==> src/rtl/drive_scheduler_if.sv <==
// Command and status bundle between the motion controller and drive_scheduler.
interface drive_scheduler_if;
  logic       EN;
  logic [1:0] LineA, LineB;
  logic       OVR_REQ;
  logic [1:0] OvrA, OvrB;
  logic       STOP_REQ;
  logic       FAULT;
  logic [1:0] DriveA, DriveB;
  logic       GrantLine, GrantOvr;
  logic       Halted, FaultLatched;
  logic [7:0] StopCount;

  modport master (
    output EN, LineA, LineB, OVR_REQ, OvrA, OvrB, STOP_REQ, FAULT,
    input  DriveA, DriveB, GrantLine, GrantOvr, Halted, FaultLatched, StopCount
  );
  modport slave (
    input  EN, LineA, LineB, OVR_REQ, OvrA, OvrB, STOP_REQ, FAULT,
    output DriveA, DriveB, GrantLine, GrantOvr, Halted, FaultLatched, StopCount
  );
endinterface

==> src/rtl/drive_scheduler.sv <==
// Drive source arbiter (line / override / stop / fault) with per-motor
// dead-time enforcement on direction reversal.
module drive_scheduler_lane #(
  parameter int DEAD_CYCLES = 4
) (
  input  logic       CLK,
  input  logic       RST,
  input  logic [1:0] req,
  output logic [1:0] drive
);
  localparam int ZW = $clog2(DEAD_CYCLES + 2);
  localparam logic [ZW-1:0] ZMAX = ZW'(DEAD_CYCLES);

  typedef enum logic [1:0] {DIR_NONE, DIR_FWD, DIR_REV} dir_e;

  logic [ZW-1:0] zc;
  dir_e          ld, rdir;
  logic [1:0]    app;

  always_comb begin
    rdir = (req == 2'd0) ? DIR_NONE : (req == 2'd3) ? DIR_REV : DIR_FWD;
    app  = req;
    // reversal is blanked until the motor has seen DEAD_CYCLES of zero drive
    if (rdir != DIR_NONE && ld != DIR_NONE && rdir != ld && zc < ZMAX)
      app = 2'd0;
  end

  always_ff @(posedge CLK) begin
    if (RST) begin
      drive <= 2'd0;
      zc    <= ZMAX;
      ld    <= DIR_NONE;
    end else begin
      drive <= app;
      if (app == 2'd0) begin
        if (zc < ZMAX) zc <= zc + 1'b1;
      end else begin
        zc <= '0;
        ld <= rdir;
      end
    end
  end
endmodule

module drive_scheduler #(
  parameter int DEAD_CYCLES = 4,
  parameter int HOLD_CYCLES = 8
) (
  input  logic              CLK,
  input  logic              RST,
  drive_scheduler_if.slave  bus
);
  localparam int NUM_LANES = 2;
  localparam int HW = $clog2(HOLD_CYCLES + 2);

  typedef enum logic [2:0] {S_IDLE, S_LINE, S_OVR, S_STOP, S_FAULT} state_e;

  state_e                        state, nstate;
  logic [HW-1:0]                 hold;
  logic [7:0]                    stop_cnt;
  logic [NUM_LANES-1:0][1:0]     line_c, ovr_c, req, drive;
  logic                          gl_d, go_d, halt_d, flt_d;
  logic                          grant_line, grant_ovr, halted, flt;

  always_ff @(posedge CLK) begin
    if (RST) begin
      state      <= S_IDLE;
      grant_line <= 1'b0;
      grant_ovr  <= 1'b0;
      halted     <= 1'b0;
      flt        <= 1'b0;
    end else begin
      state      <= nstate;
      grant_line <= gl_d;
      grant_ovr  <= go_d;
      halted     <= halt_d;
      flt        <= flt_d;
    end
  end

  always_comb begin
    nstate = state;
    if (state == S_FAULT || bus.FAULT)  nstate = S_FAULT;
    else if (!bus.EN)                   nstate = S_IDLE;
    else if (bus.STOP_REQ)              nstate = S_STOP;
    else if (state == S_STOP && hold != '0) nstate = S_STOP;
    else                                nstate = bus.OVR_REQ ? S_OVR : S_LINE;
  end

  // Codes follow the current source with one register of latency, but a
  // transition into a halting state zeroes the drives on that same edge.
  always_comb begin
    line_c = {bus.LineB, bus.LineA};
    ovr_c  = {bus.OvrB, bus.OvrA};
    req    = '0;
    if (nstate == S_LINE || nstate == S_OVR) begin
      if (state == S_LINE)     req = line_c;
      else if (state == S_OVR) req = ovr_c;
    end
    gl_d   = (nstate == S_LINE);
    go_d   = (nstate == S_OVR);
    halt_d = (nstate == S_STOP) || (nstate == S_FAULT);
    flt_d  = (nstate == S_FAULT);
  end

  always_ff @(posedge CLK) begin
    if (RST) begin
      hold     <= '0;
      stop_cnt <= '0;
    end else begin
      if (nstate != S_FAULT) begin
        if (!bus.EN)                            hold <= '0;
        else if (bus.STOP_REQ)                  hold <= HW'(HOLD_CYCLES);
        else if (state == S_STOP && hold != '0) hold <= hold - 1'b1;
      end
      if (nstate == S_STOP && state != S_STOP && stop_cnt != 8'hFF)
        stop_cnt <= stop_cnt + 8'd1;
    end
  end

  for (genvar i = 0; i < NUM_LANES; i++) begin : g_lane
    drive_scheduler_lane #(.DEAD_CYCLES(DEAD_CYCLES)) u_lane (
      .CLK   (CLK),
      .RST   (RST),
      .req   (req[i]),
      .drive (drive[i])
    );
  end

  assign bus.DriveA       = drive[0];
  assign bus.DriveB       = drive[1];
  assign bus.GrantLine    = grant_line;
  assign bus.GrantOvr     = grant_ovr;
  assign bus.Halted       = halted;
  assign bus.FaultLatched = flt;
  assign bus.StopCount    = stop_cnt;
endmodule

==> src/flat_wrapper.sv <==
// flat-port wrapper written by rule: the top's interface ports become plain ports
module drive_scheduler_flat 
#(
  parameter int DEAD_CYCLES = 4,
  parameter int HOLD_CYCLES = 8
)
  (CLK, RST, bus_EN, bus_LineA, bus_LineB, bus_OVR_REQ, bus_OvrA, bus_OvrB, bus_STOP_REQ, bus_FAULT, bus_DriveA, bus_DriveB, bus_GrantLine, bus_GrantOvr, bus_Halted, bus_FaultLatched, bus_StopCount);
  drive_scheduler_if bus_i ();
  input  logic CLK;
  input  logic RST;
  input wire logic [$bits(bus_i.EN)-1:0] bus_EN;
  input wire logic [$bits(bus_i.LineA)-1:0] bus_LineA;
  input wire logic [$bits(bus_i.LineB)-1:0] bus_LineB;
  input wire logic [$bits(bus_i.OVR_REQ)-1:0] bus_OVR_REQ;
  input wire logic [$bits(bus_i.OvrA)-1:0] bus_OvrA;
  input wire logic [$bits(bus_i.OvrB)-1:0] bus_OvrB;
  input wire logic [$bits(bus_i.STOP_REQ)-1:0] bus_STOP_REQ;
  input wire logic [$bits(bus_i.FAULT)-1:0] bus_FAULT;
  output wire logic [$bits(bus_i.DriveA)-1:0] bus_DriveA;
  output wire logic [$bits(bus_i.DriveB)-1:0] bus_DriveB;
  output wire logic [$bits(bus_i.GrantLine)-1:0] bus_GrantLine;
  output wire logic [$bits(bus_i.GrantOvr)-1:0] bus_GrantOvr;
  output wire logic [$bits(bus_i.Halted)-1:0] bus_Halted;
  output wire logic [$bits(bus_i.FaultLatched)-1:0] bus_FaultLatched;
  output wire logic [$bits(bus_i.StopCount)-1:0] bus_StopCount;
  assign bus_i.EN = bus_EN;
  assign bus_i.LineA = bus_LineA;
  assign bus_i.LineB = bus_LineB;
  assign bus_i.OVR_REQ = bus_OVR_REQ;
  assign bus_i.OvrA = bus_OvrA;
  assign bus_i.OvrB = bus_OvrB;
  assign bus_i.STOP_REQ = bus_STOP_REQ;
  assign bus_i.FAULT = bus_FAULT;
  assign bus_DriveA = bus_i.DriveA;
  assign bus_DriveB = bus_i.DriveB;
  assign bus_GrantLine = bus_i.GrantLine;
  assign bus_GrantOvr = bus_i.GrantOvr;
  assign bus_Halted = bus_i.Halted;
  assign bus_FaultLatched = bus_i.FaultLatched;
  assign bus_StopCount = bus_i.StopCount;
  drive_scheduler #(.DEAD_CYCLES(DEAD_CYCLES), .HOLD_CYCLES(HOLD_CYCLES)) u_core (.CLK(CLK), .RST(RST), .bus(bus_i));
endmodule
==> config.mk <==
export PLATFORM = sky130hd
export DESIGN_NAME = drive_scheduler_flat
export DESIGN_NICKNAME = d
export VERILOG_FILES = /design/src/rtl/drive_scheduler_if.sv /design/src/rtl/drive_scheduler.sv /design/src/flat_wrapper.sv
export SDC_FILE = /design/constraint.sdc
export NUM_CORES = 1
export LEC_CHECK = 0
export ABC_AREA = 1
export CAP_MARGIN = 10
export CELL_PAD_IN_SITES_DETAIL_PLACEMENT = 1
export CELL_PAD_IN_SITES_GLOBAL_PLACEMENT = 2
export CORE_MARGIN = 2
export CORE_UTILIZATION = 29
export DETAILED_ROUTE_END_ITERATION = 16
export PLACE_DENSITY = 0.8
export RECOVER_POWER = 25
export SLEW_MARGIN = 40
export SYNTH_ARGS = -nofsm -noshare
export SYNTH_HDL_FRONTEND = slang
export SYNTH_HIERARCHICAL = 1
export SYNTH_SLANG_ARGS = --single-unit
==> constraint.sdc <==
create_clock -name CLK -period 3 [get_ports CLK]
set_clock_uncertainty 0.1 [all_clocks]
set_input_delay 0.3 -clock CLK [delete_from_list [all_inputs] [get_ports CLK]]
set_output_delay 0.3 -clock CLK [all_outputs]
set_load 0.02 [all_outputs]
==> run_results.csv, run 1 <==
group,metric,value,unit
sta,timing.setup.tns,0,ns
clock_network,cts_tree,"built",
power_and_ir_drop,ir_worst_vdd,0.174,mV
clock_network,numCtsBuffers,5,
global_route,antenna_found_initial,0,
finish,fin_util,37.8,%
power_and_ir_drop,leakagePower,0.948,nW
clock_network,cts_setup_buffers,0,
worst_setup_path,crit_path_top_delay_cell,"dfxtp_1",
finish,seq_area,641,sq um
die,dieArea,6680,sq um
logic_synthesis,ys_ff_latch,32,
clock_network,clk_latency,0.28,ns
detailed_routing,drt_iter0_markers,37,
logic_synthesis,yosysTopAreaCell,"dfxtp_1",
logic_synthesis,ys_seq_area_share,36.6,%
sta,hold_viol_final,0,
logic_synthesis,synth.avg_cell_area,6.98,sq um
sta,min_period,2.50,ns
global_route,grt_max_degree,12,
hold_path,hold_class,"flip-flop to flip-flop",
clock_network,clk_path_buf_depth,2,
worst_setup_path,critical-path-max-stage-delay,0.31,ns
logic_synthesis,synthMostInstantiatedCell,"nand2_1",
die,io_pins,30,
die,initial_core_util,29.8,%
global_route,grt_pass1_wl,7590,um
worst_setup_path,cpLargestDelayFamily,"simple AND/OR/NAND/NOR gates",
die,core_area,5890,sq um
logic_synthesis,synth_cell_types,28,
detailed_routing,wl_per_cell,12.1,um
finish,multiInputGateArea,957,sq um
finish,diodes,0,
logic_synthesis,yosys_warnings,6,
sta,worstMarginPinSlew,0.388,ns
logic_synthesis,ys.flop_type,"dfxtp_1",
finish,areaGrowthSynthToFinish,27.1,%
power_and_ir_drop,power_density,377,nW/um^2
finish,finalInstanceArea,2230,sq um
worst_setup_path,worstPathCellList,"inv_1 -> ha_1 -> nand2_1 -> a21oi_2 -> nand3_1 -> a21oi_1 -> inv_1 -> ha_1 -> inv_1 -> nand2_1 -> nand2_1 -> nand2_1 -> nand2_2 -> o21ai_2 -> nand2_1 -> inv_1 -> nor2_1",
sta,rsz0062_at_grt,"false",
logic_synthesis,synthCells,251,
detailed_routing,postRouteAntennaNets,0,
clock_network,htree_levels,2,
clock_network,post_cts_resized,0,
job,maxCapViolCount,0,
worst_setup_path,r2r_setup_slack,0.50,ns
detailed_routing,drcViolationCount,0,
placement,post-place-ws,0.271,ns
sta,slew_viol_final,0,
die,fp-row-count,28,
clock_network,cts.clk_slew.worst_paths,0.07,ns
detailed_routing,firstDrtPassIters,4,
sta,setup_violations,0,
placement,postPlaceCellArea,2170,sq um
sta,layout_setup_ws,0.499,ns
status,status,"finished, final reports clean",
logic_synthesis,syn_area,1750,sq um
die,die_w,81.7,um
die,die_y,81.7,um
finish,n_fill_cell,761,
worst_setup_path,cpMostUsedCell,"nand2_1",
logic_synthesis,synthArstFlopShare,0,%
detailed_routing,viasPerCell,4.62,
worst_setup_path,cp.arrival,2.58,ns
global_route,grt.overflow.total,0,
worst_setup_path,endpoint_kind,"flip-flop",
clock_network,hold_buffers,0,
sta,fin_crit_sh,83.4,%
sta,max_freq,0.400,GHz
logic_synthesis,synth_top_area_share,36.6,%
logic_synthesis,syn_nets,274,
placement,io_buffers,29,
clock_network,cts-root-buf,"clkbuf_8",
worst_setup_path,setup.worst_path.class,"flip-flop to flip-flop",
worst_setup_path,worst_ep_required_time,3.08,ns
global_route,grt_pass1_vias,1721,
global_route,grtUsageTotal,14.7,%
worst_setup_path,critPathBufInv,4,
finish,layout-drive-gt1-share,7.96,%
logic_synthesis,netlist_top_cells_area,"dfxtp_1 (37%), nand2_1 (14%), inv_1 (7.7%), nor2_1 (6.6%), ha_1 (6.4%)",
clock_network,cts_sinks,32,
placement,dpl.hpwl,3370,um
sta,slew_headroom,74.1,%
logic_synthesis,synth_edf_count,0,
finish,nets,314,
logic_synthesis,synth_commonest_cells,"nand2_1 (65), inv_1 (36), dfxtp_1 (32), nor2_1 (31), a21oi_1 (14)",
worst_setup_path,cp-start-kind,"flip-flop",
detailed_routing,routed_wl,4390,um
detailed_routing,vias,1681,
placement,gp_congestion,0.736,
worst_setup_path,cp_max_fo,5,
-- worst min-delay path, cell delays in order (launching register included) --
cell     delay, ns
dfxtp_1       0.31
nand2_1       0.06
a21oi_1       0.06
-- kinds of logic (layout without fill, tap and decap cells) --
kind of cell / count (synthesis) / count (layout) / share of synthesized area, %
AO/OA/AOI/OAI: 30 / 30 / 10.1
XOR/XNOR: 4 / 4 / 2.00
AND/OR/NAND/NOR: 136 / 136 / 35.6
flip-flops: 32 / 32 / 36.6
adder cells (fa/ha/maj): 9 / 9 / 6.43
buffers and inverters: 38 / 76 / 8.14
multiplexers: 2 / 2 / 1.14
-- layer usage --
layer | part of all wire (%) | track usage [%] | vias to the layer above
met3 | 3.6 | 3.96 | 2
li1 | - | - | 880
met1 | 48 | 18.4 | 773
met4 | 0.93 | 5.50 | 0
met5 | 0 | 0 | -
met2 | 47 | 24.1 | 26
-- state kept, by name, indices dropped and copies added (netlist names) --
| signal | count |
|---|---|
| u_core/bus.StopCount | 8 |
| u_core/g_lane.u_lane/zc | 6 |
| u_core/g_lane.u_lane/drive | 4 |
| u_core/g_lane.u_lane/ld | 4 |
| u_core/hold | 4 |
| u_core/state | 3 |
| u_core/bus.GrantLine | 1 |
| u_core/bus.GrantOvr | 1 |
| u_core/bus.Halted | 1 |
-- worst paths after layout --
| check | endpoint | cells past startpoint | startpoint |
|---|---|---|---|
| worst min register to register | u_core/hold[0] | 2 | u_core/hold[0] |
| worst max-delay path | u_core/g_lane[0].u_lane/ld[0] | 17 | u_core/hold[0] |
| worst max register to register | u_core/g_lane[0].u_lane/ld[0] | 17 | u_core/hold[0] |
| worst min-delay path | u_core/hold[0] | 2 | u_core/hold[0] |
-- layout make-up --
cell class	count	area share [%]
multi-input cells	181	43.0
flip-flops and latches	32	28.8
repair buffers	34	14.7
inverters	37	6.24
well taps	75	4.21
clock buffers	5	3.09
-- power by group --
| part | switching [mW] | internal, mW |
|---|---|---|
| Clock | 0.155 | 0.150 |
| Sequential | 0.00838 | 0.434 |
| Combinational | 0.0521 | 0.0397 |
-- layout by cell type (no fill, tap or decap), types with 8 or more instances in the layout --
cell type | netlist | final
nand2_1 | 65 | 66
inv_1 | 36 | 36
dfxtp_1 | 32 | 32
nor2_1 | 31 | 31
clkdlybuf4s50_1 | 0 | 25
a21oi_1 | 14 | 15
nand3_1 | 12 | 13
ha_1 | 9 | 9
nand4_1 | 8 | 8
-- metrics by stage --
stage,hold WS (ns),instances,total power [mW]
floorplan,0.272,251,0.503
global placement,0.350,359,0.546
CTS,0.379,364,0.863
detailed placement,0.369,359,0.547
finish,0.371,364,0.839
global route,0.417,364,0.882
(Power assumes the default switching activity.)
==> inputs of run 2 (changes only) <==
clock period = 2.5 ns   (was 3 ns; I/O delays follow)
==> run_results.csv, run 2 (synthesis results as in run 1) <==
group,metric,value,unit
clock_network,clk_latency,0.28,ns
worst_setup_path,cp_max_fo,5,
clock_network,htree_levels,2,
finish,nets,323,
hold_path,hold_class,"flip-flop to flip-flop",
clock_network,cts_tree,"built",
die,initial_core_util,29.8,%
detailed_routing,routed_wl,4660,um
global_route,antenna_found_initial,0,
placement,post-place-ws,0.00524,ns
power_and_ir_drop,power_density,446,nW/um^2
sta,setup_violations,0,
sta,max_freq,0.431,GHz
finish,final_cell_mix,"nand2_1 (66), dfxtp_1 (32), inv_1 (31), nor2_1 (31), clkdlybuf4s50_1 (24)",
sta,worstMarginPinSlew,0.369,ns
global_route,grtUsageTotal,14.7,%
worst_setup_path,worst_ep_required_time,2.58,ns
detailed_routing,firstDrtPassIters,4,
status,status,"finished, final reports clean",
clock_network,cts-root-buf,"clkbuf_8",
die,io_pins,30,
global_route,grt.overflow.total,0,
worst_setup_path,cpMostUsedCell,"nand2_1",
finish,largest_reg_flops,8,
sta,slew_headroom,75.3,%
clock_network,clk_path_buf_depth,2,
worst_setup_path,worstPathCellList,"inv_1 -> ha_2 -> nand2_1 -> a21oi_2 -> nand3_4 -> a21oi_4 -> buf_4 -> ha_2 -> inv_1 -> nand2_1 -> nand2_1 -> nand2_1 -> nand2_2 -> o21ai_4 -> nand2_1 -> inv_1 -> nor2_1",
die,core_area,5890,sq um
sta,layout_setup_ws,0.177,ns
power_and_ir_drop,leakagePower,1.01,nW
die,die_y,81.7,um
placement,dpl.hpwl,3350,um
clock_network,hold_buffers,0,
power_and_ir_drop,ir_worst_vdd,0.263,mV
clock_network,cts_sinks,32,
job,maxCapViolCount,0,
die,fp-row-count,28,
worst_setup_path,cp.arrival,2.40,ns
sta,min_period,2.32,ns
finish,areaGrowthSynthToFinish,38.9,%
die,die_w,81.7,um
finish,diodes,0,
detailed_routing,drt_iter0_markers,21,
placement,gp_congestion,0.746,
global_route,grt_pass1_vias,1683,
sta,hold_ws,0.377,ns
clock_network,numCtsBuffers,5,
worst_setup_path,critical-path-max-stage-delay,0.32,ns
worst_setup_path,endpoint_kind,"flip-flop",
die,dieArea,6680,sq um
sta,hold_viol_final,0,
finish,n_fill_cell,752,
sta,fin_crit_sh,92.9,%
clock_network,cts.clk_slew.worst_paths,0.07,ns
placement,io_buffers,29,
finish,layout-drive-gt1-share,16.0,%
global_route,grt_max_degree,12,
worst_setup_path,setup.worst_path.class,"flip-flop to flip-flop",
global_route,grt_pass1_wl,7480,um
detailed_routing,viasPerCell,4.55,
detailed_routing,wl_per_cell,12.4,um
worst_setup_path,crit_path_top_delay_cell,"dfxtp_1",
worst_setup_path,cp-start-kind,"flip-flop",
finish,layout_commonest_cell,"nand2_1",
detailed_routing,vias,1705,
detailed_routing,drcViolationCount,0,
detailed_routing,postRouteAntennaNets,0,
sta,slew_viol_final,0,
run 2: stage by stage:
step                util (%)  TNS [ns]  cell area (sq um)  power (mW)  instances
detailed placement      37.4         0               2200       0.663        363
CTS                     39.0         0               2300        1.11        370
floorplan                  -         0               1750       0.604        251
global placement        37.4         0               2200       0.662        363
finish                  41.3         0               2430        1.09        375
global route            41.3    -0.373               2430        1.14        375
run 2: worst paths after layout:
path / start / end / slack (ns) / cells past startpoint
worst max-delay path: u_core/hold[0] / u_core/g_lane[0].u_lane/ld[0] / 0.18 / 17
worst min-delay path: u_core/hold[0] / u_core/hold[0] / 0.38 / 2
worst max register to register: u_core/hold[0] / u_core/g_lane[0].u_lane/ld[0] / 0.18 / 17
worst min register to register: u_core/hold[0] / u_core/hold[0] / 0.38 / 2
run 2: power breakdown:
group,switching (mW),internal [mW]
clock,0.187,0.245
sequential,0.0102,0.520
combinational,0.0700,0.0534
total,0.267,0.819
run 2: layout make-up:
cell class	count	area, sq um	share of cell area [%]
Sequential cell	32	641	26.3
Tap cell	75	93.8	3.86
Inverter	37	139	5.71
Multi-Input combinational cell	181	1060	43.7
Timing Repair Buffer	43	399	16.4
Clock buffer	7	96.3	3.96
run 2: routing by layer:
metal / part of all wire [%] / track usage, % / routed length, um / vias to the layer above
met1: 47 / 18.2 / 2180 / 776
met3: 3.2 / 3.74 / 151 / 6
met5: 0 / 0 / 0 / -
met4: 1.5 / 6.00 / 70 / 0
li1: - / - / - / 900
met2: 48 / 24.1 / 2260 / 23
run 2: critical path, delay by kind of cell, from the launching register on:
family	cells	cell delay, ns
fa+ha+maj	2	0.35
flops	1	0.32
compound gates	3	0.47
buf+inv	4	0.35
simple gates	8	0.63
run 2: timing repair:
action	in CTS	in global routing
setup endpoints to repair	0	11
gates resized for setup	0	23
setup buffers	0	5
endpoints found under the hold margin	0	0
==> inputs of run 3 (changes only) <==
CAP_MARGIN = 15   (was 10)
==> results of run 3 <==
Same layout as run 2: the final DEF is identical, and so are final timing and power.
